==> src/rtl/eject_scheduler.sv <==
// ---------------------------------------------------------------------------------------------
// eject_scheduler
//
// Per-cycle ejection arbiter for the router's local port. Among the input channels whose flit
// is destined to this node, at most one is granted each cycle using a round-robin pointer.
// The grant is purely combinational from eject_req and the registered pointer/credit state,
// so the winner's flit is captured by the PE on the same clock edge. Channels that request
// but are not granted are reported on defl_vector so the permutation stage deflects them.
//
// PE-side buffer space is tracked with a credit counter. A grant consumes one credit and a
// credit_ret pulse returns one. A return while the counter is already full is a protocol
// error and sets the sticky credit_err flag.
//
// Optional build macro:
//   EJECT_STATS_EN  adds saturating 16-bit eject_count / defl_count statistics outputs.
//                   Grant and credit behaviour is identical with or without it.
//
// Ports:
//   clk          in   rising-edge system clock
//   reset        in   asynchronous, active-high reset
//   eject_req    in   [NUM_CHANNEL]  bit i set = channel i holds a flit for the local node
//   credit_ret   in   PE freed one buffer slot this cycle
//   localVector  out  [NUM_CHANNEL]  one-hot (or zero) select for the ejector mux
//   eject_valid  out  a flit is ejected at this clock edge (|localVector)
//   defl_vector  out  [NUM_CHANNEL]  requesting channels that lost arbitration
//   credit_cnt   out  [CREDIT_WIDTH] credits currently available
//   credit_err   out  sticky; credit returned while counter already full
//   eject_count  out  [16] (EJECT_STATS_EN only) granted flits, saturating
//   defl_count   out  [16] (EJECT_STATS_EN only) total deflected flits, saturating
// ---------------------------------------------------------------------------------------------

module eject_scheduler #(
  parameter int NUM_CHANNEL  = 5,
  parameter int NUM_CREDIT   = 4,
  parameter int CREDIT_WIDTH = 3,
  parameter int PTR_WIDTH    = 3
) (
  input  logic                    clk,
  input  logic                    reset,
  input  logic [NUM_CHANNEL-1:0]  eject_req,
  input  logic                    credit_ret,
  output logic [NUM_CHANNEL-1:0]  localVector,
  output logic                    eject_valid,
  output logic [NUM_CHANNEL-1:0]  defl_vector,
  output logic [CREDIT_WIDTH-1:0] credit_cnt,
  output logic                    credit_err
`ifdef EJECT_STATS_EN
  ,
  output logic [15:0]             eject_count,
  output logic [15:0]             defl_count
`endif
);

  localparam logic [CREDIT_WIDTH-1:0] CreditFull = CREDIT_WIDTH'(NUM_CREDIT);
  localparam logic [PTR_WIDTH-1:0]    LastChan   = PTR_WIDTH'(NUM_CHANNEL - 1);
  localparam logic [PTR_WIDTH:0]      NumChanExt = (PTR_WIDTH + 1)'(NUM_CHANNEL);

  // Registered state
  logic [PTR_WIDTH-1:0]    rr_ptr_q, rr_ptr_d;
  logic [CREDIT_WIDTH-1:0] credit_q, credit_d;
  logic                    err_q, err_d;

  // Combinational grant
  logic [NUM_CHANNEL-1:0] grant;
  logic [PTR_WIDTH-1:0]   grant_idx;
  logic                   grant_found;
  logic [PTR_WIDTH:0]     scan_sum;
  logic [PTR_WIDTH-1:0]   scan_idx;

  // ---------------------------------------------------------------------------
  // Round-robin scan: visit rr_ptr, rr_ptr+1, ... modulo NUM_CHANNEL and take
  // the first requester. scan_sum is one bit wider so rr_ptr+k cannot overflow
  // before the wrap is applied. Grant is forced off while reset is asserted so
  // no flit is captured during reset, and off when no credit is available.
  // ---------------------------------------------------------------------------
  always_comb begin
    grant       = '0;
    grant_idx   = '0;
    grant_found = 1'b0;
    scan_sum    = '0;
    scan_idx    = '0;
    if (!reset && (credit_q != '0)) begin
      for (int k = 0; k < NUM_CHANNEL; k++) begin
        scan_sum = {1'b0, rr_ptr_q} + (PTR_WIDTH + 1)'(k);
        if (scan_sum >= NumChanExt) begin
          scan_sum = scan_sum - NumChanExt;
        end
        scan_idx = scan_sum[PTR_WIDTH-1:0];
        if (!grant_found && eject_req[scan_idx]) begin
          grant_found      = 1'b1;
          grant[scan_idx]  = 1'b1;
          grant_idx        = scan_idx;
        end
      end
    end
  end

  assign localVector = grant;
  assign eject_valid = grant_found;
  // Losers are deflected; with no credit every requester loses.
  assign defl_vector = reset ? '0 : (eject_req & ~grant);
  assign credit_cnt  = credit_q;
  assign credit_err  = err_q;

  // ---------------------------------------------------------------------------
  // Pointer advances past the winner; idle cycles leave it where it is.
  // ---------------------------------------------------------------------------
  always_comb begin
    rr_ptr_d = rr_ptr_q;
    if (grant_found) begin
      rr_ptr_d = (grant_idx == LastChan) ? '0 : grant_idx + 1'b1;
    end
  end

  // ---------------------------------------------------------------------------
  // Credit accounting. A grant and a return in the same cycle cancel. A return
  // with the counter full and no grant would overflow the PE buffer model, so
  // the count saturates and the error is latched until reset. A grant is only
  // possible with credit_q != 0, so the decrement cannot underflow.
  // ---------------------------------------------------------------------------
  always_comb begin
    credit_d = credit_q;
    err_d    = err_q;
    unique case ({grant_found, credit_ret})
      2'b10: credit_d = credit_q - 1'b1;
      2'b01: begin
        if (credit_q == CreditFull) begin
          err_d = 1'b1;
        end else begin
          credit_d = credit_q + 1'b1;
        end
      end
      default: credit_d = credit_q;
    endcase
  end

  always_ff @(posedge clk or posedge reset) begin
    if (reset) begin
      rr_ptr_q <= '0;
      credit_q <= CreditFull;
      err_q    <= 1'b0;
    end else begin
      rr_ptr_q <= rr_ptr_d;
      credit_q <= credit_d;
      err_q    <= err_d;
    end
  end

`ifdef EJECT_STATS_EN
  // ---------------------------------------------------------------------------
  // Saturating statistics. The deflection sum is formed one bit wider than the
  // counter so the carry out can be detected and clamped to all-ones.
  // ---------------------------------------------------------------------------
  logic [15:0] eject_count_q, eject_count_d;
  logic [15:0] defl_count_q, defl_count_d;
  logic [16:0] defl_sum;
  logic [16:0] defl_pop;

  always_comb begin
    defl_pop = '0;
    for (int i = 0; i < NUM_CHANNEL; i++) begin
      defl_pop = defl_pop + 17'(defl_vector[i]);
    end
    defl_sum = {1'b0, defl_count_q} + defl_pop;
    defl_count_d = defl_sum[16] ? 16'hFFFF : defl_sum[15:0];

    eject_count_d = eject_count_q;
    if (eject_valid && (eject_count_q != 16'hFFFF)) begin
      eject_count_d = eject_count_q + 16'd1;
    end
  end

  always_ff @(posedge clk or posedge reset) begin
    if (reset) begin
      eject_count_q <= '0;
      defl_count_q  <= '0;
    end else begin
      eject_count_q <= eject_count_d;
      defl_count_q  <= defl_count_d;
    end
  end

  assign eject_count = eject_count_q;
  assign defl_count  = defl_count_q;
`endif

endmodule

==> config.mk <==
export PLATFORM = sky130hd
export DESIGN_NAME = eject_scheduler
export DESIGN_NICKNAME = d
export VERILOG_FILES = /design/src/rtl/eject_scheduler.sv
export SDC_FILE = /design/constraint.sdc
export NUM_CORES = 1
export LEC_CHECK = 0
export CORE_MARGIN = 10
export CORE_UTILIZATION = 45
export DETAILED_ROUTE_END_ITERATION = 12
export GPL_ROUTABILITY_DRIVEN = 0
export MAX_ROUTING_LAYER = met4
export PLACE_DENSITY = 0.67
export SETUP_SLACK_MARGIN = 0.4
export SLEW_MARGIN = 30
export SYNTH_ARGS = -nofsm -noshare
export SYNTH_HDL_FRONTEND = slang
export SYNTH_SLANG_ARGS = --single-unit
==> constraint.sdc <==
create_clock -name clk -period 6.5 [get_ports clk]
set_input_delay 0.975 -clock clk [delete_from_list [all_inputs] [get_ports clk]]
set_output_delay 0.975 -clock clk [all_outputs]
set_load 0.02 [all_outputs]
==> results by group <==
Outcome
  • Status: finished, final reports clean

Final layout
  • # diodes: 0
  • Layout cells sized above 1: 5.376%
  • Storage cell area: 176.4 sq um
  • Fin cells: 329
  • Design Area, Final: 0.002183 sq mm
  • Filler Cells Inserted: 387
  • Area growth from synthesis to layout: 13.31%
  • NumNets Final: 300
  • Area of the multi-input gates: 0.001612 sq mm

Routing
  • Final WL: 6115 um
  • 1st-iter DRT viols: 236
  • Vias: 2241
  • DRT Pass-1 Iters: 5
  • # DRC: 0
  • Post-route ant nets: 0
  • Routed WL per cell: 18.59 um
  • Vias per cell: 6.812

CTS
  • CTS Sinks: 7
  • Clk Latency, worst-skew pair: 0.23 ns
  • Root Buffer: clkbuf_8
  • Max clock buf depth: 2
  • # Post-CTS Setup Buffers: 0
  • Num CTS Buffers: 3
  • CTS Hold Bufs: 0
  • H-tree levels: 1
  • Clock transition at path regs: 0.05 ns
  • TritonCTS clock tree: yes
  • PostCTS Resize Cnt: 0

GRT
  • Total GRT Usage: 16.66%
  • Largest net degree at the start of global routing: 38
  • Initial antenna violation count: 0
  • Vias in the first global route: 2102
  • GR Overflow Total: 0
  • Global-route wire length before repair: 10140 um

Yosys
  • Async SR Flop Fraction: 100.0%
  • Synth Area per Inst: 7.163 sq um
  • Library cells used by synthesis: 68
  • Gate Count Post-Synth: 269
  • Ys Warns: 0
  • Number of flops mapped to enable cells by yosys: 0
  • Syn nets: 289
  • Seq/Total Area, Yosys: 9.156%
  • Ys flop type: dfrtp_1
  • Post-Syn Area: 0.001927 sq mm
  • #FFs+latches synth: 7

Worst setup path
  • Required time of the critical path: 5.52 ns
  • Worst R2R Path Depth: 15
  • Worst path arrival time: 4.91 ns
  • CP endpoint kind: primary output
  • Setup crit start kind: flop
  • Max FO, Critical Path: 17
  • Crit Path Class: flop to primary output

Placement
  • Cell Area, Placed: 0.002138 sq mm
  • Port bufs: 22
  • Dpl cells: 325
  • Final HPWL DP: 4620 um

Floorplanning
  • Die H: 85.44 um
  • Core Area: 0.004058 sq mm
  • Die width: 85.44 um
  • Row cnt: 23
  • Die footprint: 0.007299 sq mm
  • # IOs: 23
  • Initial Util: 47.49%

Timing
  • Hold Vio Cnt, Final: 0
  • Max-slew violation count: 0
  • Min Tclk post-route: 5.885 ns
  • RSZ-0062 raised after global routing: no
  • Worst slew margin: 41.73%
  • Worst-Margin Slew: 0.8688 ns
  • Final setup fails: 0
  • Fmax: 169.9 MHz
  • Clock skew: 0.004616 ns
  • TNS Setup: 0 ns
  • Period utilization: 90.53%
  • Worst hold slack: 0.4813 ns

Run
  • Max Cap Viol: 0

Hold path
  • Hold WC Path Type: flop to flop
  • Worst hold path stage count: 1
## flip-flops by register name, summed over array words and instances, names as in the netlist
name,count
credit_cnt,3
credit_err,1
rr_ptr_q,3
## through the flow
stage / setup slack [ns] / utilization [%]
2_1_floorplan: 1.915 / -
3_3_place_gp: 0.9174 / 52.70
3_5_place_dp: 0.9520 / 52.70
4_1_cts: 0.6957 / 53.81
5_1_grt: 0.4323 / 53.81
6_report: 0.6153 / 53.81
## final cells by class
cell class / count / share of cell area, %
clock buffers: 4 / 2.063
well taps: 50 / 2.865
repair buffers: 25 / 11.12
inverters: 12 / 2.063
flip-flops and latches: 7 / 8.080
multi-input cells: 231 / 73.81
## placed cells by master, fill, tap and decap left out, types with 4 or more instances in the layout
cell              n
clkdlybuf4s50_1  22
nand2_1          23
a211oi_1          8
nand3_1           5
inv_1            11
nor2_1           19
dfrtp_1           6
mux2i_1           8
a21o_1            5
o221ai_1          5
ha_1             10
or3_1             5
o21ai_0           9
a41oi_1           5
nor3_1           10
nand2b_1         10
o311ai_1          4
o21a_1            7
a31oi_1           6
a21oi_1          18
nand4_1           8
## critical path: stages (launching register included)
cell	delay (ns)
dfrtp_1	0.63
inv_1	0.26
ha_1	0.28
ha_1	0.63
a211oi_1	0.22
mux2i_1	0.39
nor2_1	0.14
or4_1	0.56
or4_1	0.61
o311ai_1	0.31
a21oi_1	0.07
clkdlybuf4s50_1	0.57
## synth_stat cells (all sizes together), types with 7 or more instances
library cell   n  area [sq um]
o21a           7         52.55
ha            10         125.1
a211oi        10         85.08
mux2i          9         102.6
nand4          8         50.05
nand2         23         86.33
o21ai         12         60.05
buf           13         71.32
nor3          10         50.05
nor2          19         71.32
a21oi         18         90.09
inv           12         45.04
nand2b        10         62.56
## cells by family (layout without fill, tap and decap cells)
logic type,count (synthesis),count (layout),share of synthesized area (%)
buffers and inverters,31,41,7.208
xor gates and xnor gates,4,4,1.819
adders and majority gates,12,12,8.572
and+or+nand+nor,101,101,27.66
DFF,7,7,9.156
muxes,12,12,7.078
AOI/OAI and AO/OA,102,102,38.51
## routing by layer
| metal | part of all wire [%] | track usage (%) | vias to the layer above |
|---|---|---|---|
| met3 | 8.2 | 2.199 | 17 |
| met4 | 1.8 | 4.790 | 0 |
| met5 | 0 | - | - |
| li1 | - | - | 1063 |
| met2 | 44 | 25.00 | 128 |
| met1 | 46 | 22.49 | 1033 |
## final timing paths
path / startpoint / endpoint / slack [ns]
worst max-delay path: rr_ptr_q[1] / defl_vector[3] / 0.62
worst min-delay path: credit_err / credit_err / 0.48
worst max register to register: rr_ptr_q[1] / credit_cnt[2] / 1.58
worst min register to register: credit_err / credit_err / 0.48
max in group asynchronous: reset / credit_cnt[2] / 5.05
min in group asynchronous: reset / rr_ptr_q[1] / 1.12
Power is left out: the tool's default activity adds up to more than one toggle a clock period on the data nets, which glitch-free logic cannot reach.
